$ cat config.mk
export PLATFORM = sky130hd
export DESIGN_NAME = alu_arbiter_flat
export DESIGN_NICKNAME = d
export VERILOG_FILES = /design/src/rtl/alu_arbiter_pkg.sv /design/src/rtl/alu_arbiter_if.sv /design/src/rtl/alu_arbiter_rr_arbiter.sv /design/src/rtl/alu_arbiter.sv /design/src/flat_wrapper.sv
export SDC_FILE = /design/constraint.sdc
export NUM_CORES = 1
export LEC_CHECK = 0
export BUFFER_PORTS_ARGS = -buffer_cell sky130_fd_sc_hd__clkbuf_2
export CORE_MARGIN = 5
export CORE_UTILIZATION = 32
export DETAILED_ROUTE_END_ITERATION = 10
export PLACE_DENSITY_LB_ADDON = 0.25
export SLEW_MARGIN = 25
export SYNTH_ARGS = -nofsm -noshare
export SYNTH_HDL_FRONTEND = slang
export SYNTH_SLANG_ARGS = --single-unit
$ cat constraint.sdc
create_clock -name clock -period 5.57 [get_ports clock]
set_input_delay 1.114 -clock clock [delete_from_list [all_inputs] [get_ports clock]]
set_output_delay 1.114 -clock clock [all_outputs]
set_load 0.02 [all_outputs]
$ cat src/rtl/alu_arbiter_pkg.sv
// Shared definitions for the ALU arbiter: datapath widths, ALU opcodes and FSM states.
package alu_arbiter_pkg;

  localparam int unsigned BIT_OP   = 3;
  localparam int unsigned BIT_DATA = 16;

  // OP_IDLE tells the ALU to hold its registered output.
  typedef enum logic [BIT_OP-1:0] {
    OP_IDLE = 3'd0,
    OP_ADD  = 3'd1,
    OP_SUB  = 3'd2,
    OP_AND  = 3'd3,
    OP_OR   = 3'd4,
    OP_XOR  = 3'd5,
    OP_MUL  = 3'd6,
    OP_DIV  = 3'd7
  } alu_op_e;

  typedef enum logic [1:0] {
    StIdle    = 2'd0,
    StIssue   = 2'd1,
    StCapture = 2'd2,
    StResp    = 2'd3
  } state_e;

endpackage

$ cat src/rtl/alu_arbiter_if.sv
// Requester, response and ALU signals of the arbiter; slave is the arbiter side.
interface alu_arbiter_if #(
  parameter int unsigned N_REQ = 2
);
  import alu_arbiter_pkg::*;

  logic [N_REQ-1:0]          req_valid;
  logic [N_REQ-1:0]          req_ready;
  logic [N_REQ*BIT_OP-1:0]   req_op;
  logic [N_REQ*BIT_DATA-1:0] req_a;
  logic [N_REQ*BIT_DATA-1:0] req_b;
  logic [N_REQ-1:0]          resp_valid;
  logic [N_REQ-1:0]          resp_ready;
  logic [BIT_DATA-1:0]       resp_data;
  logic                      resp_err;
  logic [BIT_OP-1:0]         alu_op;
  logic [BIT_DATA-1:0]       alu_din0;
  logic [BIT_DATA-1:0]       alu_din1;
  logic [BIT_DATA-1:0]       alu_dout;
  logic                      busy;

  modport slave (
    input  req_valid, req_op, req_a, req_b, resp_ready, alu_dout,
    output req_ready, resp_valid, resp_data, resp_err, alu_op, alu_din0, alu_din1, busy
  );

  modport master (
    output req_valid, req_op, req_a, req_b, resp_ready, alu_dout,
    input  req_ready, resp_valid, resp_data, resp_err, alu_op, alu_din0, alu_din1, busy
  );

endinterface

$ cat src/rtl/alu_arbiter_rr_arbiter.sv
// Round-robin selector: one-hot grant to the first request after the pointer index.
module rr_arbiter #(
  parameter int unsigned N_REQ = 2,
  parameter int unsigned IDX_W = $clog2(N_REQ)
) (
  input  logic [N_REQ-1:0] i_req,
  input  logic [IDX_W-1:0] i_ptr,
  output logic [N_REQ-1:0] o_grant
);

  logic             w_found;
  logic [IDX_W-1:0] w_idx;

  always_comb begin
    o_grant = '0;
    w_found = 1'b0;
    w_idx   = '0;
    for (int k = 1; k <= int'(N_REQ); k++) begin
      w_idx = IDX_W'((int'(i_ptr) + k) % int'(N_REQ));
      if (!w_found && i_req[w_idx]) begin
        o_grant[w_idx] = 1'b1;
        w_found        = 1'b1;
      end
    end
  end

endmodule

$ cat src/rtl/alu_arbiter.sv
// Shares one registered-output ALU among N_REQ requesters, one operation in flight at a time.
module alu_arbiter
  import alu_arbiter_pkg::*;
#(
  parameter int unsigned N_REQ = 2
) (
  input logic          clock,
  input logic          reset,
  alu_arbiter_if.slave bus
);

  localparam int unsigned IDX_W = $clog2(N_REQ);

  state_e              r_state;
  state_e              w_state_next;
  logic [IDX_W-1:0]    r_idx;
  logic [IDX_W-1:0]    r_last;
  logic [IDX_W-1:0]    w_grant_idx;
  logic [N_REQ-1:0]    w_grant;
  logic [BIT_OP-1:0]   r_op;
  logic [BIT_DATA-1:0] r_a;
  logic [BIT_DATA-1:0] r_b;
  logic [BIT_DATA-1:0] r_data;
  logic                r_err;
  logic [BIT_OP-1:0]   w_sel_op;
  logic [BIT_DATA-1:0] w_sel_a;
  logic [BIT_DATA-1:0] w_sel_b;
  logic                w_accept;
  logic                w_div0;
  logic                w_resp_done;

  rr_arbiter #(
    .N_REQ (N_REQ),
    .IDX_W (IDX_W)
  ) u_rr_arbiter (
    .i_req   (bus.req_valid),
    .i_ptr   (r_last),
    .o_grant (w_grant)
  );

  always_comb begin
    w_grant_idx = '0;
    for (int i = 0; i < int'(N_REQ); i++) begin
      if (w_grant[i]) w_grant_idx = IDX_W'(i);
    end
  end

  assign w_sel_op    = bus.req_op[w_grant_idx*BIT_OP +: BIT_OP];
  assign w_sel_a     = bus.req_a[w_grant_idx*BIT_DATA +: BIT_DATA];
  assign w_sel_b     = bus.req_b[w_grant_idx*BIT_DATA +: BIT_DATA];
  assign w_accept    = (r_state == StIdle) && !reset && (|bus.req_valid);
  assign w_div0      = (w_sel_op == OP_DIV) && (w_sel_b == '0);
  assign w_resp_done = (r_state == StResp) && bus.resp_ready[r_idx];

  always_ff @(posedge clock or posedge reset) begin
    if (reset) r_state <= StIdle;
    else       r_state <= w_state_next;
  end

  always_comb begin
    w_state_next = r_state;
    case (r_state)
      StIdle:    if (w_accept) w_state_next = w_div0 ? StResp : StIssue;
      StIssue:   w_state_next = StCapture;
      StCapture: w_state_next = StResp;
      StResp:    if (w_resp_done) w_state_next = StIdle;
      default:   w_state_next = StIdle;
    endcase
  end

  // A divide by zero never reaches the ALU; the error result is loaded at accept.
  always_ff @(posedge clock or posedge reset) begin
    if (reset) begin
      r_idx  <= '0;
      r_last <= IDX_W'(N_REQ - 1);
      r_op   <= '0;
      r_a    <= '0;
      r_b    <= '0;
      r_data <= '0;
      r_err  <= 1'b0;
    end else begin
      if (w_accept) begin
        r_op  <= w_sel_op;
        r_a   <= w_sel_a;
        r_b   <= w_sel_b;
        r_idx <= w_grant_idx;
        if (w_div0) begin
          r_data <= '1;
          r_err  <= 1'b1;
        end
      end
      if (r_state == StCapture) begin
        r_data <= bus.alu_dout;
        r_err  <= 1'b0;
      end
      if (w_resp_done) r_last <= r_idx;
    end
  end

  always_comb begin
    bus.req_ready  = '0;
    bus.resp_valid = '0;
    bus.alu_op     = OP_IDLE;
    bus.alu_din0   = '0;
    bus.alu_din1   = '0;
    if (r_state == StIdle && !reset) bus.req_ready = w_grant;
    if (r_state == StResp) bus.resp_valid[r_idx] = 1'b1;
    if (r_state == StIssue) begin
      bus.alu_op   = r_op;
      bus.alu_din0 = r_a;
      bus.alu_din1 = r_b;
    end
  end

  assign bus.resp_data = r_data;
  assign bus.resp_err  = r_err;
  assign bus.busy      = (r_state != StIdle);

endmodule

$ cat src/flat_wrapper.sv
// flat-port wrapper written by rule: the top's interface ports become plain ports
module alu_arbiter_flat import alu_arbiter_pkg::*;
#(
  parameter int unsigned N_REQ = 2
)
  (clock, reset, bus_req_valid, bus_req_op, bus_req_a, bus_req_b, bus_resp_ready, bus_alu_dout, bus_req_ready, bus_resp_valid, bus_resp_data, bus_resp_err, bus_alu_op, bus_alu_din0, bus_alu_din1, bus_busy);
  alu_arbiter_if #(.N_REQ(N_REQ)) bus_i ();
  input logic clock;
  input logic reset;
  input wire logic [$bits(bus_i.req_valid)-1:0] bus_req_valid;
  input wire logic [$bits(bus_i.req_op)-1:0] bus_req_op;
  input wire logic [$bits(bus_i.req_a)-1:0] bus_req_a;
  input wire logic [$bits(bus_i.req_b)-1:0] bus_req_b;
  input wire logic [$bits(bus_i.resp_ready)-1:0] bus_resp_ready;
  input wire logic [$bits(bus_i.alu_dout)-1:0] bus_alu_dout;
  output wire logic [$bits(bus_i.req_ready)-1:0] bus_req_ready;
  output wire logic [$bits(bus_i.resp_valid)-1:0] bus_resp_valid;
  output wire logic [$bits(bus_i.resp_data)-1:0] bus_resp_data;
  output wire logic [$bits(bus_i.resp_err)-1:0] bus_resp_err;
  output wire logic [$bits(bus_i.alu_op)-1:0] bus_alu_op;
  output wire logic [$bits(bus_i.alu_din0)-1:0] bus_alu_din0;
  output wire logic [$bits(bus_i.alu_din1)-1:0] bus_alu_din1;
  output wire logic [$bits(bus_i.busy)-1:0] bus_busy;
  assign bus_i.req_valid = bus_req_valid;
  assign bus_i.req_op = bus_req_op;
  assign bus_i.req_a = bus_req_a;
  assign bus_i.req_b = bus_req_b;
  assign bus_i.resp_ready = bus_resp_ready;
  assign bus_i.alu_dout = bus_alu_dout;
  assign bus_req_ready = bus_i.req_ready;
  assign bus_resp_valid = bus_i.resp_valid;
  assign bus_resp_data = bus_i.resp_data;
  assign bus_resp_err = bus_i.resp_err;
  assign bus_alu_op = bus_i.alu_op;
  assign bus_alu_din0 = bus_i.alu_din0;
  assign bus_alu_din1 = bus_i.alu_din1;
  assign bus_busy = bus_i.busy;
  alu_arbiter #(.N_REQ(N_REQ)) u_core (.clock(clock), .reset(reset), .bus(bus_i));
endmodule
# Word level (Yosys, flattened, before mapping)
# Cells that the tools add are included.
[word_totals]
regBits = 56
inputBits = 92
word_cells = 76
[classes]
n_addsub = 2
mul = 1
magnitude_cmp = 6
eq_ne = 6
n_shift = 3
n_mux = 31
bitwise = 1
reduce_logical = 18
[op_table]
columns = ["operator", "n"]
rows = [
  ["2-to-1 mux 16 bit", 5],
  ["indexed part select 32 x 6 -> 16 bit", 2],
  ["zero test 16 bit", 1],
  ["2-to-1 mux 1 bit", 14],
  ["2-to-1 mux 2 bit", 7],
  ["logical AND 1 bit", 8],
  ["one-hot mux 2 bit (4 select lines)", 1],
  ["less-than comparator 1 x 2 -> 1 bit, second input constant", 3],
  ["nonzero test 2 bit", 3],
  ["indexed part select 6 x 4 -> 3 bit", 1],
  ["== test 2 bit, second input constant", 2],
  ["!= test 2 x 1 -> 1 bit, second input constant", 2],
  ["AND reduction 2 bit", 2],
  ["demux 1 bit (select 1 bit)", 3],
  ["== test 3 bit, second input constant", 1],
  ["greater-or-equal comparator 1 bit, second input constant", 3],
  ["multiplier 1 x 2 -> 3 bit, second input constant", 1],
  ["2-to-1 mux 3 bit", 1],
  ["adder 1 bit, second input constant", 2],
  ["== test 2 x 1 -> 1 bit, second input constant", 1],
  ["zero test 1 bit", 2],
  ["zero test 2 bit", 1],
  ["OR 2 bit", 1],
  ["OR reduction 2 bit", 1],
]

# Logic depth before layout (Yosys ltp)
# Gate-level depths: netlist (run 1).
[depth]
ltp_word = 16
ltp_mapped = 7

# By module
# Synthesis (run 1) repeated with hierarchy kept, for this count alone.
[hier_totals]
cells_unflattened = 297
area_unflattened_um2 = 2957.8
[modules_own_cells]
columns = ["module", "instances", "cells_each", "area_each_um2"]
rows = [
  ["alu_arbiter", 1, 294, 2939.1],
  ["rr_arbiter", 1, 3, 18.8],
]

# Least setup slack after synthesis (run 1)
# Ideal clock, no wire load.
[synth_timing]
kind = "input to output"
startpoint = "input port bus_req_valid[1]"
endpoint = "output port bus_req_ready[1]"
arrival_ps = 1979
setup_slack_ps = 2477
cell_stages = 4
path_cell_list = "a21bo_2 > buf_2 > buf_1 > nor2_1"
[synth_between]
elab_chain_cells = 7
word_cells_on_any_way = 11
classes_between = "8 x mux; 1 x bitwise; 2 x reduce/logical"
[synth_rtl]
columns = ["element", "line_no", "source"]
rows = [
  ["start: declaration", "flat_wrapper.sv:10", "input wire logic [$bits(bus_i.req_valid)-1:0] bus_req_valid;"],
  ["2-to-1 mux 1 bit (implied by the code) (2 in a row)", "alu_arbiter_rr_arbiter.sv:20", "if (!w_found && i_req[w_idx]) begin"],
  ["2-to-1 mux 1 bit", "alu_arbiter_rr_arbiter.sv:20", ""],
  ["zero test 1 bit", "alu_arbiter_rr_arbiter.sv:20", ""],
  ["logical AND 1 bit", "alu_arbiter_rr_arbiter.sv:20", ""],
  ["2-to-1 mux 2 bit (*)", "alu_arbiter_rr_arbiter.sv:20", ""],
  ["2-to-1 mux 2 bit (*)", "alu_arbiter.sv:106", "if (r_state == StIdle && !reset) bus.req_ready = w_grant;"],
  ["end: declaration", "flat_wrapper.sv:16", "output wire logic [$bits(bus_i.req_ready)-1:0] bus_req_ready;"],
]
# Mark *: on every way between the ends. The rest lies on a longest branch, timed or not. The select of a mux whose other input is x is not followed.

# Worst setup path in the final report (run 1)
# Same ends and word-level chain as after synthesis.

==> summary.txt, run 1 <==
Die
  – Die width: 105 um
  – Die ar.: 0.0111 mm^2
  – CORE AREA: 0.00876 mm^2
  – IO Pins: 149
  – Initial Utilization: 33.1%
  – Num rows: 34
  – DIE HEIGHT: 105 um

Global routing
  – Gr ovfl total: 0
  – First-pass GRT wire length: 14,200 um
  – Initial antenna violation count: 0
  – Total GRT Usage: 15.4%
  – Pin count of the biggest net entering global routing: 49
  – Vias in the first global route: 2,967

Detailed routing
  – DR WL/cell: 15.0 um
  – WL met3: 534 um
  – Top routing layer in use: met4
  – Initial DRC Count: 104
  – Routed wire length: 8740 um
  – Pre-antenna DRT Iters: 4
  – Routed wire length on met2: 4320 um
  – Metal-1 WL: 3770 um
  – Final ANT Viol Nets: 0
  – Remaining DRCs: 0
  – Vias: 2,870
  – Vias per inst: 4.92

Worst setup path
  – CP arrival: 2.24 ns
  – Reg2reg setup slack: 3.13 ns
  – Critical Path Start: bus_req_valid[1]
  – Reg2reg start: u_core.r_last$_DFFE_PP1P_
  – Max stage delay on crit path: 0.73 ns
  – CP max stage cell: a21bo_2
  – Crit start category: primary input
  – CP dominant cell by count: clkbuf_2
  – Crit path cell chain: clkbuf_2 > a21bo_2 > nor2_1 > clkbuf_2
  – Setup crit end kind: primary output
  – Critical path class: in -> out
  – Crit-path max FO: 39
  – CP Data Required Time: 4.46 ns

Clock tree
  – Hold Buf Count CTS: 0
  – CTS tree: yes
  – Cts repair resizes: 0
  – Clock-pin transition on the worst setup and hold timing paths: 0.09 ns
  – H-tree level count: 2
  – Max Root-Sink Buffers: 2
  – CTS Sinks: 56
  – Postcts setup bufs: 0
  – Root buf cell: clkbuf_8
  – TritonCTS buffer count: 5
  – Clk_lat worst skew: 0.31 ns

Yosys
  – Synth area leader: dfrtp_1
  – Mapped Nets: 434
  – Register area share after synthesis: 48.3%
  – Post-synth top area share: 47.4%
  – Syn avg cell area: 8.61 um^2
  – Synthesized cell area: 0.00290 mm^2
  – #FFs+latches synth: 56
  – Synth Instances: 337
  – Post-synth cell types: 30
  – Ys async rst share: 100%
  – Post-synth EDFFs: 0
  – Yosys Warn Count: 0
  – Top cells by area, synth: dfrtp_1, nand2_1, a31oi_1
  – Primary FF master, synth: dfrtp_1

Worst hold path
  – Hold_sp: u_core.bus.resp_data[14]$_DFFE_PP0P_
  – Hold Crit Class: reg -> reg

Placed design
  – Gp weighted congestion: 0.809
  – DP HPWL: 6490 um
  – IO Port Bufs: 148

STA
  – Fmax: 298 MHz
  – Min Clock Period, post-route: 3.35 ns
  – Final worst path period share: 60.2%
  – Slew @ Worst Pin: 0.818 ns
  – Final hold vios: 0
  – RSZ-0062 raised after global routing: no
  – Slew HR: 45.5%
  – Pins Over Slew Limit: 0
  – Final setup violation count: 0
  – Clock Skews: 0.00842 ns
  – Final sum of negative setup slack: 0 ns

Final layout
  – Area growth syn-to-layout: 33.0%
  – # nets final: 572
  – Number of antenna cells inserted: 0
  – Layout cell share with drive strength beyond 1: 34.7%

Flow run
  – Max-Cap Viols: 0

Power
  – Logic pwr share: 51.5%
  – Sw Share: 43.3%
  – PD cells: 547 mW/mm^2
  – Internal power: 1.20 mW
  – Seq pwr share: 33.7%
  – Leakage: 1.93 nW
  – Maximum vdd drop: 238 uV
  – Clock network fraction of total power: 14.8%
  – Overall Power: 2.11 mW
  – Switching pwr: 915 uW

Outcome
  – Status: completed
per-layer routing:
layer	track usage, %	up-vias
met5	0	-
met4	4.20	0
met3	3.24	10
met2	26.9	105
met1	19.2	1354
li1	-	1401
cell usage after synthesis, types with 3 or more instances:
library cell,n
nor2_1,42
and2_1,36
inv_1,5
nand4_1,4
dfrtp_1,55
o21ai_0,4
a31oi_1,36
ha_1,5
nor4_1,4
nor4b_1,4
clkbuf_1,15
nand2_1,88
a21oi_1,3
mux2i_1,17
critical path, delay by kind of cell:
family                 cells  cell delay [ns]
buffers and inverters      2             0.31
AO/OA/AOI/OAI              1             0.73
AND/OR/NAND/NOR            1             0.08
cell type report:
class	count	area [um^2]
fill	896	4900
clock inverter	2	60.1
sequential	56	1400
clock buffer	5	68.8
tap	108	135
inverter	5	18.8
multi-input combinational	256	1410
timing repair buffer	151	763
per-stage QoR:
stage	setup slack [ns]	std cells	hold slack [ns]	utilization, %	instance area (um^2)
after CTS	2.21	583	0.508	44.0	3860
final	2.22	583	0.502	44.1	3860
after detailed placement	2.22	576	0.481	42.6	3730
after global placement	2.23	576	0.485	42.5	3730
after floorplan	2.48	337	0.511	-	2900
after global routing	2.12	583	0.533	44.1	3860
cells in the final DEF, fill, tap and decap left out, drive strengths merged:
cell / instances
o21ai: 4
o211ai: 1
a21bo: 1
dfstp: 1
nor2: 42
nand3: 1
and2: 36
inv: 5
a221o: 1
nand4b: 1
dfrtp: 55
a21boi: 1
bufinv: 2
a31oi: 36
nor3b: 1
mux2i: 17
or3: 1
a21oi: 3
a22o: 1
clkbuf: 153
buf: 3
nor4: 4
nor2b: 2
nand2: 88
nand4: 4
a21o: 1
nand2b: 1
nor4b: 4
ha: 5
cells by family (layout without fill, tap and decap cells):
group | count (synthesis) | after routing | synth area share (%)
buffers and inverters | 25 | 163 | 3.45
and+or+nand+nor | 185 | 185 | 29.1
adders and majority gates | 5 | 5 | 2.16
AOI/OAI and AO/OA | 49 | 49 | 11.1
DFF | 56 | 56 | 48.3
muxes | 17 | 17 | 5.86
power by group through the flow:
stage	combinational, mW	sequential (mW)	clock [mW]
3_5_place_dp	1.10	0.721	0
5_1_grt	1.19	0.738	0.337
3_3_place_gp	1.09	0.713	0
2_1_floorplan	0.676	0.772	0
4_1_cts	1.10	0.715	0.321
6_report	1.09	0.713	0.312
worst paths after layout:
path                                                        endpoint  cells past startpoint
max in group asynchronous                  u_core.r_last$_DFFE_PP1P_                      3
worst max-delay path                                bus_req_ready[1]                      4
worst min-delay path            u_core.bus.resp_data[14]$_DFFE_PP0P_                      2
worst max register to register       u_core.bus.resp_err$_DFFE_PP0P_                      4
worst min register to register  u_core.bus.resp_data[14]$_DFFE_PP0P_                      2
min in group asynchronous        u_core.bus.resp_data[9]$_DFFE_PP0P_                      2
flip-flops by register name, indices dropped and copies added (netlist names):
signal and cells:
u_core.bus.resp_err 1, u_core.r_a 16, u_core.r_last 1, u_core.r_state 2, u_core.r_idx 1, u_core.r_b 16
u_core.bus.resp_data 16, u_core.r_op 3
No activity file was read; power rests on OpenSTA's default activity.
==> run 2: changes to the inputs <==
Clock period 5.57 ns to 3 ns, I/O delays scaled along.
==> summary.txt, run 2 (same netlist as run 1, synthesis figures left out) <==
STA
  – RSZ-0062 raised after global routing: no
  – Final setup violation count: 0 (unchanged)
  – Setup WS post-layout: 0.559 ns (-1.66 ns)
  – Slew @ Worst Pin: 0.640 ns (-0.178 ns)
  – Min Clock Period, post-route: 2.44 ns
  – Final hold vios: 0 (unchanged)
  – Slew HR: 57.3% (+12 points)
  – Pins Over Slew Limit: 0 (unchanged)
  – Final sum of negative setup slack: 0 ns (unchanged)
  – Fmax: 410 MHz
  – Clock Skews: 0.00341 ns (-0.00501 ns)
  – Final worst path period share: 81.4%

Outcome
  – Status: completed

Detailed routing
  – DR WL/cell: 14.8 um (-1.7%)
  – Final ANT Viol Nets: 0 (unchanged)
  – Pre-antenna DRT Iters: 4 (unchanged)
  – Vias: 2,804 (-2.3%)
  – Routed wire length: 8670 um (-0.81%)
  – Initial DRC Count: 126 (+21%)
  – Vias per inst: 4.77 (-3.1%)
  – Remaining DRCs: 0 (unchanged)

Clock tree
  – Hold Buf Count CTS: 0 (unchanged)
  – TritonCTS buffer count: 5 (unchanged)
  – Cts repair resizes: 0 (unchanged)
  – H-tree level count: 2 (unchanged)
  – Postcts setup bufs: 0 (unchanged)
  – CTS Sinks: 56 (unchanged)
  – CTS tree: yes
  – Clk_lat worst skew: 0.30 ns (about the same)
  – Clock-pin transition on the worst setup and hold timing paths: 0.10 ns (about the same)
  – Root buf cell: clkbuf_8
  – Max Root-Sink Buffers: 2 (unchanged)

Global routing
  – Vias in the first global route: 2,948 (-0.64%)
  – Gr ovfl total: 0 (unchanged)
  – Total GRT Usage: 15.6% (+0.18 points)
  – Pin count of the biggest net entering global routing: 49 (unchanged)
  – First-pass GRT wire length: 14,300 um (+0.44%)
  – Initial antenna violation count: 0 (unchanged)

Worst setup path
  – Crit-path max FO: 24 (-38%)
  – Max stage delay on crit path: 0.43 ns (-0.30 ns)
  – CP Data Required Time: 2.40 ns (-2.06 ns)
  – Critical path buffer and inverter count: 3 (+1)
  – Crit start category: flop
  – Critical path class: reg -> out
  – Reg2reg start: u_core.r_state[1]$_DFFE_PP0P_
  – Reg2reg setup slack: 0.88 ns (-2.25 ns)
  – R2r worst-path depth: 6 (+2)
  – CP max stage cell: dfrtp_1
  – Setup crit end kind: primary output
  – CP arrival: 1.84 ns (-0.40 ns)
  – Crit path cell chain: inv_1 > ha_1 > buf_12 > and2_1 > clkbuf_2
  – RR Endpoint: u_core.bus.resp_err$_DFFE_PP0P_
  – Top delay family on crit path: buffers and inverters

Die
  – Die width: 105 um (unchanged)
  – Num rows: 34 (unchanged)
  – CORE AREA: 0.00876 mm^2 (unchanged)
  – IO Pins: 149 (unchanged)
  – Die ar.: 0.0111 mm^2 (unchanged)
  – DIE HEIGHT: 105 um (unchanged)
  – Initial Utilization: 33.1% (unchanged)

Placed design
  – Gp weighted congestion: 0.793 (-1.9%)
  – IO Port Bufs: 148 (unchanged)
  – Placement Setup Slack: 0.720 ns (-1.50 ns)
  – DP Area: 0.00379 mm^2 (+1.6%)
  – Placed Cells: 581 (+0.87%)
  – DP HPWL: 6750 um (+4.0%)

Power
  – Overall Power: 3.78 mW (+79%)
  – Leakage: 1.95 nW (+0.56%)
  – Maximum vdd drop: 372 uV (+56%)
  – PD cells: 978 mW/mm^2 (+79%)

Final layout
  – Number of antenna cells inserted: 0 (unchanged)
  – Layout cell share with drive strength beyond 1: 35.0% (+0.26 points)
  – Leading cell type in the layout, fill and taps excluded: clkbuf_2
  – Commonest non-fill, non-tap cells in the layout: clkbuf_2, nand2_1, dfrtp_1
  – Area growth syn-to-layout: 33.4%
  – Finished Layout Cells: 588 (+0.86%)
  – Final Instance Area: 0.00387 mm^2 (+0.26%)
  – # nets final: 577 (+0.87%)

Worst hold path
  – Hold Crit Class: in -> async

Flow run
  – Max-Cap Viols: 0 (unchanged)
==> run 2: how the worst max path moves through the flow <==
stage	startpoint	endpoint	slack, ns	cells after the start
floorplan	bus_req_valid[1]	bus_req_ready[1]	0.93	4
global placement	bus_req_valid[1]	u_core.bus.resp_err$_DFFE_PP0P_	0.78	5
detailed placement	bus_req_valid[1]	u_core.bus.resp_err$_DFFE_PP0P_	0.72	5
CTS	u_core.r_state[1]$_DFFE_PP0P_	bus_alu_din1[6]	0.54	5
global route	u_core.r_state[1]$_DFFE_PP0P_	bus_alu_din1[0]	0.39	5
finish	u_core.r_state[1]$_DFFE_PP0P_	bus_alu_din1[6]	0.56	5
==> run 2: power by group <==
part / leakage (nW) / internal, mW / switching (mW)
Sequential: 0.638 / 1.13 / 0.194
Combinational: 1.27 / 0.802 / 1.26
Clock: 0.0400 / 0.159 / 0.242
==> run 2: routing by layer <==
layer	routed length, um	part of all wire [%]	GRT usage [%]	vias to the layer above
met1	3790	44	20.2	1284
met5	0	0	0	-
li1	-	-	-	1412
met4	159	1.8	4.93	0
met3	510	5.9	3.48	14
met2	4220	49	25.8	94
==> run 2: through the flow <==
step / hold WS [ns] / utilization (%)
2_1_floorplan: 0.511 / -
3_3_place_gp: 0.489 / 43.2
3_5_place_dp: 0.481 / 43.2
4_1_cts: 0.393 / 44.2
5_1_grt: 0.438 / 44.2
6_report: 0.381 / 44.2
==> run 2: area by class of cell <==
class,instances,area (um^2)
clock inverter,2,12.5
sequential,56,1400
multi-input combinational,256,1410
clock buffer,5,68.8
fill,910,4890
inverter,5,18.8
timing repair buffer,156,826
tap,108,135
==> run 3: changes to the inputs <==
Settings changed: ABC_AREA set to 1.
Clock period 3 ns to 2.03 ns, I/O delays scaled along.
==> summary.txt, run 3 <==
Outcome
  – Status: completed

Global routing
  – Total GRT Usage: 15.3% (-0.24 points)
  – Pin count of the biggest net entering global routing: 36 (-27%)
  – Gr ovfl total: 0 (unchanged)
  – Vias in the first global route: 3,118 (+5.8%)
  – Initial antenna violation count: 0 (unchanged)
  – First-pass GRT wire length: 14,500 um (+1.5%)

Final layout
  – Final design utilization: 45.1% (+0.94 points)
  – Number of antenna cells inserted: 0 (unchanged)
  – Finished Layout Cells: 737 (+25%)
  – # nets final: 700 (+21%)
  – Leading cell type in the layout, fill and taps excluded: nand2_1
  – Layout cell share with drive strength beyond 1: 36.9% (+1.9 points)
  – Area growth syn-to-layout: 39.6%
  – Commonest non-fill, non-tap cells in the layout: nand2_1, clkbuf_2, inv_1, dfrtp_1, a21oi_1

Clock tree
  – Max Root-Sink Buffers: 2 (unchanged)
  – Clk_lat worst skew: 0.32 ns (+0.02 ns)
  – TritonCTS buffer count: 5 (unchanged)
  – Clock-pin transition on the worst setup and hold timing paths: 0.12 ns (+0.02 ns)
  – CTS tree: yes
  – Root buf cell: clkbuf_8
  – CTS Sinks: 56 (unchanged)
  – H-tree level count: 2 (unchanged)
  – Hold Buf Count CTS: 0 (unchanged)

STA
  – Setup WS post-layout: 0.0664 ns (-0.493 ns)
  – Minimum hold slack: 0.117 ns (-0.264 ns)
  – Final worst path period share: 96.7%
  – Clock Skews: 0.0116 ns (+0.00820 ns)
  – Min Clock Period, post-route: 1.96 ns
  – Final setup violation count: 0 (unchanged)
  – RSZ-0062 raised after global routing: yes
  – Slew HR: 66.4% (+9.1 points)
  – Pins Over Slew Limit: 0 (unchanged)
  – Slew @ Worst Pin: 0.503 ns (-0.137 ns)
  – Fmax: 509 MHz
  – Final hold vios: 0 (unchanged)

Power
  – Overall Power: 5.89 mW (+56%)
  – PD cells: 1350 mW/mm^2 (+39%)
  – Maximum vdd drop: 709 uV (+90%)
  – Leakage: 2.60 nW (+34%)

Yosys
  – Syn avg cell area: 7.11 um^2 (-17%)
  – Primary FF master, synth: dfrtp_1
  – Post-synth cell types: 27 (-10%)
  – Most frequent cell after synthesis: nand2_1
  – Yosys Warn Count: 0 (unchanged)
  – Ys async rst share: 100% (unchanged)
  – Synth Instances: 438 (+30%)
  – Synth area leader: dfrtp_1
  – Post-synth EDFFs: 0 (unchanged)
  – Register area share after synthesis: 45.0% (-3.3 points)
  – Mapped Nets: 535 (+23%)
  – Synthesized cell area: 0.00312 mm^2 (+7.3%)
  – Top cells by area, synth: dfrtp_1, nand2_1, inv_1
  – Post-synth top area share: 44.2% (-3.2 points)
  – #FFs+latches synth: 56 (unchanged)
  – Synth cell count leaders: nand2_1, inv_1, dfrtp_1

Flow run
  – Max-Cap Viols: 0 (unchanged)

Detailed routing
  – Vias per inst: 4.43 (-7.1%)
  – DR WL/cell: 12.6 um (-15%)
  – Routed wire length: 9250 um (+6.7%)
  – Initial DRC Count: 111 (-12%)
  – Pre-antenna DRT Iters: 7 (+3)
  – Remaining DRCs: 0 (unchanged)
  – Final ANT Viol Nets: 0 (unchanged)
  – Vias: 3,264 (+16%)

Worst hold path
  – Hold Crit Class: in -> async

Die
  – Initial Utilization: 32.3% (-0.80 points)
  – DIE HEIGHT: 109 um (+3.3%)
  – IO Pins: 149 (unchanged)
  – CORE AREA: 0.00964 mm^2 (+10%)
  – Num rows: 36 (+5.9%)
  – Die ar.: 0.0118 mm^2 (+6.6%)
  – Die width: 109 um (+3.3%)

Worst setup path
  – Crit start category: flop
  – Critical path class: reg -> out
  – Crit path cell chain: inv_2 > ha_2 > inv_1 > nor2_2 > o21ai_2 > nor2_2 > buf_4
  – Crit path depth: 7 (+2)
  – CP Data Required Time: 1.62 ns (-0.78 ns)
  – Setup crit end kind: primary output
  – Crit-path max FO: 4 (-83%)
  – CP arrival: 1.56 ns (-0.28 ns)
  – CP dominant cell by count: nor2_2
  – CP max stage cell: dfrtp_1
  – Max stage delay on crit path: 0.43 ns (about the same)
  – R2r worst-path depth: 11 (+5)
  – Critical path buffer and inverter count: 3 (unchanged)
  – Top delay family on crit path: flip-flops

Placed design
  – IO Port Bufs: 148 (unchanged)
  – Placement Setup Slack: -0.0766 ns (-0.797 ns)
  – DP HPWL: 7210 um (+6.8%)
  – Gp weighted congestion: 0.875 (+10%)
  – Placed Cells: 723 (+24%)
## run 3: cell count changes in the layout (fill, tap and decap cells not counted), sizes merged, moves of 11 or more
cell,previous run,this run
a21oi,3,35
or2,0,17
mux2i,17,0
buf,8,32
inv,5,60
nand3,1,21
and2,36,0
a31oi,36,10
nand2,88,151
o21ai,4,15
## run 3: layer usage
layer	up-vias	GRT usage [%]	part of all wire [%]
met5	-	0	0
li1	1671	-	-
met2	93	24.4	46
met1	1490	20.6	45
met3	10	4.03	7.3
met4	0	4.33	1.4
## run 3: final cells by class
cell class,instances,area [um^2]
repair buffers,179,1010
flip-flops and latches,56,1400
fillers,1037,5290
clock buffers,5,68.8
inverters,59,221
multi-input cells,302,1450
clock inverters,3,27.5
well taps,133,166
## run 3: worst paths after layout
path / start / endpoint / slack (ns)
max reg2reg: u_core.r_last$_DFFE_PP1P_ / u_core.bus.resp_data[8]$_DFFE_PP0P_ / 0.10
max: u_core.r_state[0]$_DFFE_PP0P_ / bus_req_ready[1] / 0.07
min reg2reg: u_core.r_b[12]$_DFFE_PP0P_ / u_core.r_b[12]$_DFFE_PP0P_ / 0.49
min in group clock: bus_req_a[14] / u_core.r_a[14]$_DFFE_PP0P_ / 0.30
min: reset / u_core.bus.resp_data[10]$_DFFE_PP0P_ / 0.12
max in group asynchronous: reset / u_core.r_last$_DFFE_PP1P_ / 1.29
## run 3: through the flow
stage / cell area [um^2] / setup TNS (ns)
2_1_floorplan: 3120 / 0
3_3_place_gp: 4130 / -0.0567
3_5_place_dp: 4130 / -0.897
4_1_cts: 4270 / 0
5_1_grt: 4350 / -0.0393
6_report: 4350 / 0
## run 3: cell families after synthesis
group / share of synthesized area [%]
buffers and inverters: 10.1
and+or+nand+nor: 31.7
AOI/OAI and AO/OA: 11.2
DFF: 45.0
adders and majority gates: 2.01
## run 3: power by group
group          switching [mW]  internal [mW]  leakage [nW]
clock network           0.390          0.254        0.0463
logic                    2.02           1.23          1.91
registers               0.310           1.68         0.646
## run 3: repair_timing
item | in CTS | in global routing
endpoints found under the setup margin | 27 | 42
pin swaps | 0 | 1
setup buffers | 3 | 3
gates resized for setup | 6 | 16
